--- src/rtl/bg_sdram_sched.sv ---
// bg_sdram_sched: shares one SDRAM channel between the HPS download
// writer and the display-rate background pixel prefetcher.
module bg_sdram_sched #(
  parameter int FIFO_DEPTH = 8,
  parameter int ADDR_W     = 24
) (
  input  logic              clk_sys,
  input  logic              reset_n,
  input  logic              dl_active,
  input  logic              dl_wr,
  input  logic [24:0]       dl_addr,
  input  logic [7:0]        dl_data,
  input  logic              sdram_present,
  input  logic              ce_pix,
  input  logic              de,
  input  logic              vs,
  output logic              mem_req,
  output logic              mem_rnw,
  output logic [ADDR_W-1:0] mem_addr,
  output logic [15:0]       mem_din,
  input  logic              mem_ack,
  input  logic [31:0]       mem_dout,
  output logic              use_bg,
  output logic [31:0]       pix_out,
  output logic              underrun,
  output logic              wr_overflow
);

  localparam int AW = $clog2(FIFO_DEPTH);
  localparam logic [AW:0] LP_DEPTH = FIFO_DEPTH[AW:0];

  localparam logic [1:0] S_IDLE  = 2'd0;
  localparam logic [1:0] S_WRITE = 2'd1;
  localparam logic [1:0] S_READ  = 2'd2;
  localparam logic [1:0] S_FLUSH = 2'd3;

  logic [1:0]        r_state;
  logic              r_req;
  logic              r_rnw;
  logic [ADDR_W-1:0] r_addr;
  logic [15:0]       r_din;
  logic [7:0]        r_lo;
  logic              r_wpend_v;
  logic [ADDR_W-1:0] r_wpend_addr;
  logic [15:0]       r_wpend_data;
  logic [ADDR_W-1:0] r_raddr;
  logic              r_use_bg;
  logic              r_vs_prev;
  logic [31:0]       r_pix;
  logic              r_underrun;
  logic              r_ovf;
  logic [31:0]       r_fifo [FIFO_DEPTH];
  logic [AW-1:0]     r_wp;
  logic [AW-1:0]     r_rp;
  logic [AW:0]       r_count;

  logic w_restart;
  logic w_ack;
  logic w_wack;
  logic w_rack;
  logic w_push;
  logic w_pop;
  logic w_empty;
  logic w_pop_ok;
  logic w_word;
  logic w_wfree;
  logic w_space;
  logic w_rd_go;

  assign w_restart = ce_pix & vs & ~r_vs_prev;
  // Acks only count while a request is in flight; IDLE ignores stray ones.
  assign w_ack     = mem_ack & (r_state != S_IDLE);
  assign w_wack    = w_ack & (r_state == S_WRITE);
  assign w_rack    = w_ack & (r_state == S_READ);
  assign w_push    = w_rack & ~w_restart;
  assign w_pop     = ce_pix & de & r_use_bg;
  assign w_empty   = (r_count == '0);
  assign w_pop_ok  = w_pop & ~w_empty;
  assign w_word    = dl_wr & dl_addr[0];
  assign w_wfree   = ~r_wpend_v | w_wack;
  assign w_space   = w_restart | (r_count < LP_DEPTH);
  assign w_rd_go   = r_use_bg & ~dl_active & w_space;

  always_ff @(posedge clk_sys) begin
    if (!reset_n) begin
      r_state <= S_IDLE;
      r_req   <= 1'b0;
      r_rnw   <= 1'b0;
      r_addr  <= '0;
      r_din   <= '0;
    end else begin
      case (r_state)
        S_IDLE: begin
          if (r_wpend_v) begin
            r_state <= S_WRITE;
            r_req   <= 1'b1;
            r_rnw   <= 1'b0;
            r_addr  <= r_wpend_addr;
            r_din   <= r_wpend_data;
          end else if (w_rd_go) begin
            r_state <= S_READ;
            r_req   <= 1'b1;
            r_rnw   <= 1'b1;
            r_addr  <= w_restart ? '0 : r_raddr;
          end
        end
        S_WRITE: begin
          if (w_ack) begin
            r_state <= S_IDLE;
            r_req   <= 1'b0;
          end
        end
        S_READ: begin
          if (w_ack) begin
            r_state <= S_IDLE;
            r_req   <= 1'b0;
          end else if (w_restart) begin
            r_state <= S_FLUSH;
          end
        end
        S_FLUSH: begin
          if (w_ack) begin
            r_state <= S_IDLE;
            r_req   <= 1'b0;
          end
        end
        default: begin
          r_state <= S_IDLE;
          r_req   <= 1'b0;
        end
      endcase
    end
  end

  always_ff @(posedge clk_sys) begin
    if (!reset_n) begin
      r_lo         <= '0;
      r_wpend_v    <= 1'b0;
      r_wpend_addr <= '0;
      r_wpend_data <= '0;
      r_ovf        <= 1'b0;
      r_use_bg     <= 1'b0;
    end else begin
      if (dl_wr && !dl_addr[0]) begin
        r_lo <= dl_data;
      end
      if (w_word && w_wfree) begin
        r_wpend_v    <= 1'b1;
        r_wpend_addr <= ADDR_W'(dl_addr[24:1]);
        r_wpend_data <= {dl_data, r_lo};
      end else if (w_wack) begin
        r_wpend_v    <= 1'b0;
      end
      if (w_word && !w_wfree) begin
        r_ovf <= 1'b1;
      end
      if (dl_wr && dl_active && sdram_present) begin
        r_use_bg <= 1'b1;
      end
    end
  end

  always_ff @(posedge clk_sys) begin
    if (w_push) begin
      r_fifo[r_wp] <= mem_dout;
    end
  end

  // A pop in the restart cycle still sees the old contents.
  always_ff @(posedge clk_sys) begin
    if (!reset_n) begin
      r_wp       <= '0;
      r_rp       <= '0;
      r_count    <= '0;
      r_raddr    <= '0;
      r_vs_prev  <= 1'b0;
      r_pix      <= '0;
      r_underrun <= 1'b0;
    end else begin
      if (ce_pix) begin
        r_vs_prev <= vs;
      end
      if (w_restart) begin
        r_wp    <= '0;
        r_rp    <= '0;
        r_count <= '0;
        r_raddr <= '0;
      end else begin
        if (w_push) begin
          r_wp    <= r_wp + 1'b1;
          r_raddr <= r_raddr + ADDR_W'(2);
        end
        if (w_pop_ok) begin
          r_rp <= r_rp + 1'b1;
        end
        r_count <= r_count + (AW+1)'(w_push) - (AW+1)'(w_pop_ok);
      end
      if (w_pop) begin
        if (w_empty) begin
          r_pix      <= '0;
          r_underrun <= 1'b1;
        end else begin
          r_pix      <= r_fifo[r_rp];
        end
      end
    end
  end

  assign mem_req     = r_req;
  assign mem_rnw     = r_rnw;
  assign mem_addr    = r_addr;
  assign mem_din     = r_din;
  assign use_bg      = r_use_bg;
  assign pix_out     = r_pix;
  assign underrun    = r_underrun;
  assign wr_overflow = r_ovf;

endmodule

--- config.mk ---
export PLATFORM = sky130hd
export DESIGN_NAME = bg_sdram_sched
export DESIGN_NICKNAME = d
export VERILOG_FILES = /design/src/rtl/bg_sdram_sched.sv
export SDC_FILE = /design/constraint.sdc
export NUM_CORES = 1
export LEC_CHECK = 0
export CAP_MARGIN = 10
export CORE_MARGIN = 8
export CORE_UTILIZATION = 51
export DETAILED_ROUTE_END_ITERATION = 16
export PLACE_DENSITY_LB_ADDON = 0.08
export SETUP_SLACK_MARGIN = 0.15
export SYNTH_ARGS = -nofsm -noshare
export SYNTH_HDL_FRONTEND = slang
export SYNTH_SLANG_ARGS = --single-unit
--- constraint.sdc ---
create_clock -name clk_sys -period 4.7 [get_ports clk_sys]
set_input_delay 0.94 -clock clk_sys [delete_from_list [all_inputs] [get_ports clk_sys]]
set_output_delay 0.94 -clock clk_sys [all_outputs]
set_load 0.1 [all_outputs]
==> impl_metrics.env, run 1 <==
export IMPL_drtIter0Drc=554
export IMPL_die_h_um=192
export IMPL_critical_path_endpoint="use_bg"
export IMPL_worst_pin_slew_ns=1.03
export IMPL_worst_ep_arrival_time_ns=2.19
export IMPL_num_rows=64
export IMPL_ant_nets=0
export IMPL_synth_most_common_cell="edfxtp_1"
export IMPL_yosys_top_cells_area="edfxtp_1 (48%), dfxtp_1 (21%), mux4_2 (9.1%), nand2_1 (4.6%), a21boi_0 (2.7%)"
export IMPL_cts_hold_buf=0
export IMPL_path_cells="clkdlybuf4s50_1"
export IMPL_stdcell_area_um2=19200
export IMPL_die_x_um=192
export IMPL_drive_above_1_share_pct=13.4
export IMPL_cts_resized=0
export IMPL_crit_type="reg -> out"
export IMPL_rsz0062_at_grt="no"
export IMPL_syn_area_um2=15900
export IMPL_fillCellCount=2339
export IMPL_place_congestion=0.745
export IMPL_drc=0
export IMPL_cts_buffers=43
export IMPL_syn_nets=1182
export IMPL_yosysUniqueCellTypes=48
export IMPL_maxCapViolations=0
export IMPL_finalWorstPathRequiredPeriod_ns=3.13
export IMPL_hpwlAfterDp_mm=20.5
export IMPL_wirelength_mm=33.9
export IMPL_avgSynthCellArea_um2=14.4
export IMPL_io_pins=151
export IMPL_seqCellArea_um2=11000
export IMPL_antenna_found_initial=1
export IMPL_r2r_cells=10
export IMPL_synth_seq_cells=421
export IMPL_slew_viol_final=0
export IMPL_fin_worst_skew_ns=0.0124
export IMPL_vias=9372
export IMPL_cpPeakStageDelay_ns=1.21
export IMPL_synth_seq_area_share_pct=69.3
export IMPL_dr_pass1_iters=5
export IMPL_cts_setup_buffers=0
export IMPL_initial_core_util_pct=51.8
export IMPL_cp_top_family="buffers and inverters"
export IMPL_ctsLongestPathBuffers=3
export IMPL_syn_inst=1099
export IMPL_clkLatencyLatePin_ns=0.53
export IMPL_p_per_area_nw_per_um2=404
export IMPL_cts_max_level=2
export IMPL_async_flop_share_pct=0
export IMPL_grt_pass1_vias=9594
export IMPL_dp_cells=1602
export IMPL_setup_viol=0
export IMPL_core_um2=30600
export IMPL_post_drt_wl_per_cell_um=20.2
export IMPL_holdWs_ns=0.432
export IMPL_grtUsageTotal_pct=18.4
export IMPL_slowest_stage="clkdlybuf4s50_1"
export IMPL_grt_max_degree=96
export IMPL_r2r_start="r_count[2]$_SDFF_PP0_"
export IMPL_fin_crit_sh_pct=66.6
export IMPL_fin_util_pct=62.9
export IMPL_overflow=0
export IMPL_yosys_top_cells_count="edfxtp_1 (256), nand2_1 (193), dfxtp_1 (165)"
export IMPL_hold_viol_final=0
export IMPL_critPathMaxFanout=5
export IMPL_cts_tree="yes"
export IMPL_reg2reg_setup_slack_ns=2.05
export IMPL_fin_nets=1334
export IMPL_cts_clk_slew_worst_paths_ns=0.06
export IMPL_areaGrowthSynthToFinish_pct=21.3
export IMPL_synth_edff_count=256
export IMPL_cp_startpoint="use_bg$_SDFFE_PN0P_"
export IMPL_ys_warn_count=0
export IMPL_worstSetupEndpointType="primary output"
export IMPL_crit_buf_inv=1
export IMPL_worstPathRequired_ns=3.76
export IMPL_dpl_instance_area_um2=17800
export IMPL_maxClockFrequency_ghz=0.320
export IMPL_peakVddDrop_v=0.000241
export IMPL_clkSinkCount=421
export IMPL_reg2reg_to="r_count[2]$_SDFF_PP0_"
export IMPL_vias_per_cell=5.58
export IMPL_clockRootBuffer="clkbuf_16"
export IMPL_cp_depth=1
export IMPL_numPortBuffers=150
export IMPL_status="completed"
export IMPL_synthFlopType="edfxtp_1"
export IMPL_finalNonFillerCells=1680
export IMPL_hp_class="reg -> reg"
export IMPL_slew_headroom_pct=30.9
export IMPL_start_kind="flop"
export IMPL_setup_tns_ns=0
export IMPL_power_leakage_nw=6.26
export IMPL_synth_top_area_share_pct=48.5
export IMPL_multi_input_area_um2=4650
export IMPL_grt_first_pass_wirelength_mm=54.0
export IMPL_yosys_area_top_type="edfxtp_1"
export IMPL_die_area_um2=37000
[report_power, final]
group          internal, mW  switching, mW  leakage (nW)
clock network          1.96           1.36         0.683
logic                 0.150          0.326          1.94
registers              3.95         0.0251          3.64
total                  6.07           1.71          6.26
[logic make-up after synthesis]
logic type | Yosys count | share of synthesized area [%]
flops | 421 | 69.3
simple gates | 345 | 10.2
compound gates | 163 | 7.51
buf+inv | 75 | 1.86
mux | 74 | 9.72
xor+xnor | 12 | 0.663
fa+ha+maj | 9 | 0.758
[placed cells by master (no fill, tap or decap), types with 4 or more instances in the layout]
cell type,count
a21boi_0,57
a21oi_1,21
a221oi_1,23
a22oi_1,33
and2_1,5
and3_1,4
buf_4,23
bufinv_16,4
clkbuf_1,5
clkbuf_16,43
clkbuf_8,4
clkdlybuf4s50_1,149
clkinv_1,6
clkinv_2,10
dfxtp_1,163
edfxtp_1,256
ha_1,8
inv_1,9
mux2i_1,10
mux4_2,64
nand2_1,193
nand3_1,12
nand4_1,8
nor2_1,41
nor2b_1,15
nor3_2,5
nor3b_1,25
o21ai_0,6
o31ai_1,11
or3_1,4
or4_1,12
xnor2_1,11
[area by class of cell]
class	count	area share, %
tap	396	2.58
inverter	9	0.176
clock buffer	52	5.98
multi-input combinational	603	24.2
timing repair buffer	173	8.68
clock inverter	25	1.22
antenna	1	0.0130
sequential	421	57.2
[layer usage]
| metal | GRT usage [%] | vias to the layer above | routed length, µm |
|---|---|---|---|
| li1 | - | 4438 | - |
| met1 | 25.3 | 4695 | 15500 |
| met2 | 30.3 | 186 | 16100 |
| met3 | 3.20 | 53 | 1560 |
| met4 | 4.58 | 0 | 648 |
| met5 | 0 | - | 0 |
[worst reg2reg max path: stages (launching register included)]
cell     delay [ns]
dfxtp_1        0.30
inv_1          0.08
ha_1           0.14
nor3b_1        0.60
nor2_1         0.24
ha_1           0.34
inv_1          0.04
ha_1           0.19
fa_1           0.38
xnor2_1        0.16
nor2_1         0.05
[worst min-delay path by stage]
| stage | from | to | slack [ns] | depth (start not counted) |
|---|---|---|---|---|
| 5_1_grt | pix_out[2]$_SDFFE_PN0P_ | pix_out[2]$_SDFFE_PN0P_ | 0.45 | 2 |
| 3_5_place_dp | pix_out[18]$_SDFFE_PN0P_ | pix_out[18]$_SDFFE_PN0P_ | 0.43 | 2 |
| 3_3_place_gp | pix_out[4]$_SDFFE_PN0P_ | pix_out[4]$_SDFFE_PN0P_ | 0.42 | 2 |
| 2_1_floorplan | r_lo[0]$_SDFFE_PN0P_ | r_wpend_data[0]$_SDFFE_PN0P_ | 0.44 | 2 |
| 4_1_cts | pix_out[18]$_SDFFE_PN0P_ | pix_out[18]$_SDFFE_PN0P_ | 0.44 | 2 |
| 6_report | pix_out[9]$_SDFFE_PN0P_ | pix_out[9]$_SDFFE_PN0P_ | 0.43 | 2 |
[through the flow]
step                      power [mW]  setup slack [ns]
final                           7.77              1.57
after global routing            8.03              1.50
after CTS                       7.86              1.53
after detailed placement        4.54              1.22
after global placement          4.53              1.26
after floorplan                 4.35             0.574
[registers in the layout, indices dropped and copies added, names as in the netlist, 2 cells and up, named ones only]
register and count:
r_lo 8, mem_addr 24, r_state 2, r_wpend_data 16
mem_din 16, pix_out 32, r_rp 3, r_count 4
r_wp 3, r_fifo 256, r_wpend_addr 24, r_raddr 23
No activity file was read; power rests on OpenSTA's default activity.
==> run 2, diff against run 1 <==
clock period = 2.7 ns   (was 4.7 ns; I/O delays follow)
==> run 2 against run 1 <==
  * Cell area is 1.0% higher
  * Clock-buffer cell count rose by 13
  * Global-route usage increased by 0.20 points
  * Power up 76%
  * Via count rose by 0.85%
  * Hold slack hardly changed
  * Critical path type is now in -> reg
==> impl_metrics.env, run 2 (same netlist as run 1, synthesis figures left out) <==
export IMPL_hold_viol_final=0
export IMPL_cts_buffers=44
export IMPL_final_common_cell="edfxtp_1"
export IMPL_worst_ep_arrival_time_ns=2.58
export IMPL_numPortBuffers=150
export IMPL_post_drt_wl_per_cell_um=20.0
export IMPL_wirelength_mm=34.2
export IMPL_die_area_um2=37000
export IMPL_grt_max_degree=100
export IMPL_setup_tns_ns=0
export IMPL_dp_cells=1625
export IMPL_cts_tree="yes"
export IMPL_hp_class="reg -> reg"
export IMPL_hpwlAfterDp_mm=20.8
export IMPL_antenna_found_initial=0
export IMPL_ctsLongestPathBuffers=3
export IMPL_worstSetupEndpointType="flop"
export IMPL_slew_headroom_pct=45.7
export IMPL_die_x_um=192
export IMPL_maxClockFrequency_ghz=0.472
export IMPL_place_congestion=0.737
export IMPL_num_rows=64
export IMPL_initial_core_util_pct=51.8
export IMPL_cts_max_level=2
export IMPL_largest_register_ffs=256
export IMPL_ant_nets=0
export IMPL_setup_viol=0
export IMPL_core_um2=30600
export IMPL_fin_total_pwr_mw=13.7
export IMPL_power_leakage_nw=6.57
export IMPL_top_register="r_fifo"
export IMPL_grt_first_pass_wirelength_mm=54.0
export IMPL_slew_viol_final=0
export IMPL_clkLatencyLatePin_ns=0.54
export IMPL_clockRootBuffer="clkbuf_16"
export IMPL_overflow=0
export IMPL_maxCapViolations=0
export IMPL_drtIter0Drc=564
export IMPL_drc=0
export IMPL_worst_pin_slew_ns=0.815
export IMPL_fin_nets=1358
export IMPL_path_cells="clkdlybuf4s50_1 -> and3b_1 -> or4_4 -> or4_1 -> a21oi_1"
export IMPL_grt_pass1_vias=9671
export IMPL_worstPathRequired_ns=3.17
export IMPL_grtUsageTotal_pct=18.6
export IMPL_p_per_area_nw_per_um2=706
export IMPL_fin_crit_sh_pct=78.4
export IMPL_slowest_stage="or4_4"
export IMPL_fillCellCount=2381
export IMPL_crit_type="in -> reg"
export IMPL_fin_util_pct=63.5
export IMPL_areaGrowthSynthToFinish_pct=22.5
export IMPL_cts_resized=0
export IMPL_vias_per_cell=5.55
export IMPL_finalWorstPathRequiredPeriod_ns=2.12
export IMPL_peakVddDrop_v=0.000499
export IMPL_start_kind="input port"
export IMPL_rsz0062_at_grt="no"
export IMPL_finalNonFillerCells=1704
export IMPL_die_h_um=192
export IMPL_cts_clk_slew_worst_paths_ns=0.06
export IMPL_cpPeakStageDelay_ns=0.64
export IMPL_layout_common_cells="edfxtp_1 (256), nand2_1 (193), dfxtp_1 (162)"
export IMPL_cts_setup_buffers=0
export IMPL_antennaDiodeCount=0
export IMPL_io_pins=151
export IMPL_status="completed"
export IMPL_cts_hold_buf=0
export IMPL_fin_worst_skew_ns=0.0115
export IMPL_vias=9452
export IMPL_clkSinkCount=421
export IMPL_critPathMaxFanout=15
export IMPL_drive_above_1_share_pct=20.3
export IMPL_dr_pass1_iters=5
[run 2: cell types whose count changed in the layout (fill, tap and decap cells not counted), moves of 4 or more]
cell / previous run / this run
buf_4: 23 / 111
clkdlybuf4s50_1: 149 / 72
buf_12: 0 / 12
clkbuf_1: 5 / 15
clkinv_2: 10 / 4
nor3_2: 5 / 1
nor3_4: 0 / 4
[run 2: path summary, 6_finish.rpt]
kind         slack [ns]                        to  cells past startpoint                     start
max                0.58  r_raddr[22]$_SDFFE_PP0P_                      5                    ce_pix
min                0.43  pix_out[12]$_SDFFE_PN0P_                      2  pix_out[12]$_SDFFE_PN0P_
max reg2reg        0.61     r_count[2]$_SDFF_PP0_                     10     r_count[3]$_SDFF_PP0_
min reg2reg        0.43  pix_out[12]$_SDFFE_PN0P_                      2  pix_out[12]$_SDFFE_PN0P_
[run 2: layer usage]
metal | track usage [%] | routed length [µm] | part of all wire (%) | vias up
li1 | - | - | - | 4493
met1 | 25.0 | 15000 | 44 | 4730
met2 | 31.4 | 17100 | 50 | 191
met3 | 3.07 | 1560 | 4.6 | 38
met4 | 4.55 | 499 | 1.5 | 0
met5 | 0 | 0 | 0 | -
[run 2: area by class of cell]
cell class                 count  area [µm²]  area share [%]
tap                          396         495            2.55
multi-input combinational    603        4670            24.0
sequential                   421       11000            56.6
inverter                       9        33.8           0.174
clock buffer                  65        1250            6.44
clock inverter                14         179           0.921
timing repair buffer         196        1800            9.26
[run 2: power by group]
group,internal [mW],switching [mW]
Sequential,6.88,0.0446
Combinational,0.262,0.566
Clock,3.59,2.36
Total,10.7,2.97
[run 2: stage by stage]
stage	worst slack, ns	hold WS [ns]	cell area [µm²]
floorplan	-0.133	0.440	15900
detailed placement	0.0414	0.429	18000
finish	0.583	0.433	19400
global route	0.424	0.449	19400
CTS	0.589	0.437	19400
global placement	0.0644	0.426	18000
[run 2: worst max-delay path, delay by kind of cell]
family	cells	cell delay [ns]
AND/OR/NAND/NOR	3	1.39
AO/OA/AOI/OAI	1	0.14
buffers and inverters	1	0.51
==> run 3, diff against run 2 <==
clock period = 1.9 ns   (was 2.7 ns; I/O delays follow)
==> run 3 against run 2 <==
  * The run now ends with negative setup slack left
  * Worst setup slack worse by 0.62 ns
  * Power is 45% higher
  * Cell area is 7.5% higher
  * Final cell count is 4.4% higher
  * Die area stayed put
  * Sequential power is 42% higher
  * Clock power is 47% higher
  * Critical path type is now reg -> reg
==> impl_metrics.env, run 3 (same netlist as run 1, synthesis figures left out) <==
export IMPL_status="finished with violations"
export IMPL_violations="negative setup slack"
export IMPL_ctsLongestPathBuffers=3
export IMPL_vias=9901
export IMPL_r2r_cells=9
export IMPL_reg2reg_setup_slack_ns=-0.04
export IMPL_cp_depth=9
export IMPL_cp_top_family="adder cells"
export IMPL_dr_pass1_iters=5
export IMPL_num_rows=64
export IMPL_grt_first_pass_wirelength_mm=56.8
export IMPL_io_pins=151
export IMPL_start_kind="flop"
export IMPL_worstPathRequired_ns=2.38
export IMPL_p_per_area_nw_per_um2=954
export IMPL_overflow=0
export IMPL_stdcell_area_um2=20900
export IMPL_ant_nets=0
export IMPL_finalWorstPathRequiredPeriod_ns=1.94
export IMPL_dpl_instance_area_um2=18900
export IMPL_cts_clk_slew_worst_paths_ns=0.06
export IMPL_initial_core_util_pct=51.8
export IMPL_hpwlAfterDp_mm=22.7
export IMPL_setup_tns_ns=-0.0354
export IMPL_vias_per_cell=5.57
export IMPL_top_register="r_fifo"
export IMPL_hp_class="in -> reg"
export IMPL_cpPeakStageDelay_ns=0.50
export IMPL_grt_max_degree=101
export IMPL_dr_max_layer_used="met4"
export IMPL_critPathMaxFanout=2
export IMPL_slowest_stage="fa_2"
export IMPL_drc=0
export IMPL_fillCellCount=2154
export IMPL_place_congestion=0.767
export IMPL_largest_register_ffs=256
export IMPL_slew_viol_final=0
export IMPL_numPortBuffers=150
export IMPL_power_leakage_nw=7.14
export IMPL_crit_type="reg -> reg"
export IMPL_maxClockFrequency_ghz=0.517
export IMPL_worst_ep_arrival_time_ns=2.41
export IMPL_worst_pin_slew_ns=0.368
export IMPL_route_met3_wl_mm=2.10
export IMPL_setup_viol=1
export IMPL_die_area_um2=37000
export IMPL_reg2reg_to="r_count[1]$_SDFF_PP0_"
export IMPL_grt_pass1_vias=9991
export IMPL_clkSinkCount=421
export IMPL_rsz0062_at_grt="yes"
export IMPL_final_common_cell="edfxtp_1"
export IMPL_peakVddDrop_v=0.000582
export IMPL_cts_max_level=2
export IMPL_cp_startpoint="r_count[2]$_SDFF_PP0_"
export IMPL_areaGrowthSynthToFinish_pct=31.7
export IMPL_crit_buf_inv=2
export IMPL_critical_path_endpoint="r_count[1]$_SDFF_PP0_"
export IMPL_wl_met2_mm=17.4
export IMPL_met1_length_mm=16.0
export IMPL_cts_tree="yes"
export IMPL_slew_headroom_pct=75.1
export IMPL_cts_hold_buf=0
export IMPL_maxCapViolations=0
export IMPL_fin_worst_skew_ns=0.0141
export IMPL_drtIter0Drc=545
export IMPL_holdWs_ns=0.386
export IMPL_setup_ws_ns=-0.0354
export IMPL_grtUsageTotal_pct=19.5
export IMPL_path_cells="inv_2 -> ha_4 -> nor3b_4 -> nor2_4 -> ha_4 -> inv_2 -> ha_4 -> fa_2 -> and3_1"
export IMPL_core_um2=30600
export IMPL_worstSetupEndpointType="flop"
export IMPL_r2r_start="r_count[2]$_SDFF_PP0_"
export IMPL_post_drt_wl_per_cell_um=20.3
export IMPL_wirelength_mm=36.1
export IMPL_crit_top_cell="ha_4"
export IMPL_cts_buffers=44
export IMPL_clkLatencyLatePin_ns=0.54
export IMPL_hold_viol_final=0
export IMPL_antenna_found_initial=0
export IMPL_die_x_um=192
export IMPL_die_h_um=192
export IMPL_fin_nets=1430
export IMPL_layout_common_cells="edfxtp_1 (256), nand2_1 (191), dfxtp_1 (152)"
export IMPL_fin_crit_sh_pct=102
export IMPL_clockRootBuffer="clkbuf_16"
export IMPL_drive_above_1_share_pct=28.9
## run 3: cell types whose count changed in the layout (fill, tap and decap cells not counted), sizes merged
cell           previous run  this run
clkdlybuf4s50            72        70
clkinvlp                  0         2
clkinv                    9         5
inv                      10        12
diode                     0         1
bufinv                    4         5
clkbuf                   65        68
buf                     124       192
nand3                    12        13
dlygate4sd2               0         2
or4                      13        14
## run 3: worst register-to-register path, stage by stage (launching register included)
cell and delay, ns:
dfxtp_2 0.31, inv_2 0.07, ha_4 0.12, nor3b_4 0.23
nor2_4 0.06, ha_4 0.26, inv_2 0.04, ha_4 0.15
fa_2 0.50, and3_1 0.14
## run 3: per-stage QoR
| step | utilization (%) | worst slack (ns) | power, mW | std cells |
|---|---|---|---|---|
| floorplan | - | -0.416 | 10.8 | 1099 |
| global placement | 61.8 | -0.510 | 11.3 | 1676 |
| detailed placement | 61.8 | -0.516 | 11.3 | 1676 |
| CTS | 67.3 | -0.0454 | 20.1 | 1766 |
| global route | 68.2 | -0.0978 | 20.6 | 1778 |
| finish | 68.2 | -0.0354 | 19.9 | 1779 |
## run 3: what timing repair did
action                                 4_1_cts  5_1_grt
endpoints found under the hold margin        0        0
cloned                                       2        3
gates resized for setup                     29       38
buffers inserted                             7        9
pin swaps                                   15       17
setup endpoints to repair                  127      103
## run 3: worst min path at each step
stage,from,endpoint,slack [ns],depth (start not counted)
finish,reset_n,mem_rnw$_SDFFE_PN0P_,0.39,4
global route,dl_addr[22],r_wpend_addr[21]$_SDFFE_PN0P_,0.42,3
CTS,reset_n,mem_rnw$_SDFFE_PN0P_,0.37,4
detailed placement,pix_out[8]$_SDFFE_PN0P_,pix_out[8]$_SDFFE_PN0P_,0.43,2
global placement,pix_out[2]$_SDFFE_PN0P_,pix_out[2]$_SDFFE_PN0P_,0.42,2
floorplan,r_lo[0]$_SDFFE_PN0P_,r_wpend_data[0]$_SDFFE_PN0P_,0.44,2
## run 3: layout make-up
cell class	instances	area (µm²)	share of cell area, %
repair buffers	266	2870	13.8
multi-input cells	605	4950	23.7
inverters	9	33.8	0.162
clock inverters	15	214	1.02
well taps	396	495	2.37
diodes	1	2.50	0.0120
flip-flops and latches	421	11000	52.8
clock buffers	66	1280	6.16
## run 3: metal layers
layer	GRT usage (%)	vias up
li1	-	4646
met3	3.47	49
met1	27.1	4931
met4	4.52	0
met2	31.8	275
met5	0	-
## run 3: where the power goes
group | total (mW) | switching, mW | leakage (nW) | internal (mW)
Clock | 8.75 | 3.39 | 0.727 | 5.36
Combinational | 1.30 | 0.833 | 2.77 | 0.466
Sequential | 9.86 | 0.0809 | 3.65 | 9.78
Total | 19.9 | 4.31 | 7.14 | 15.6
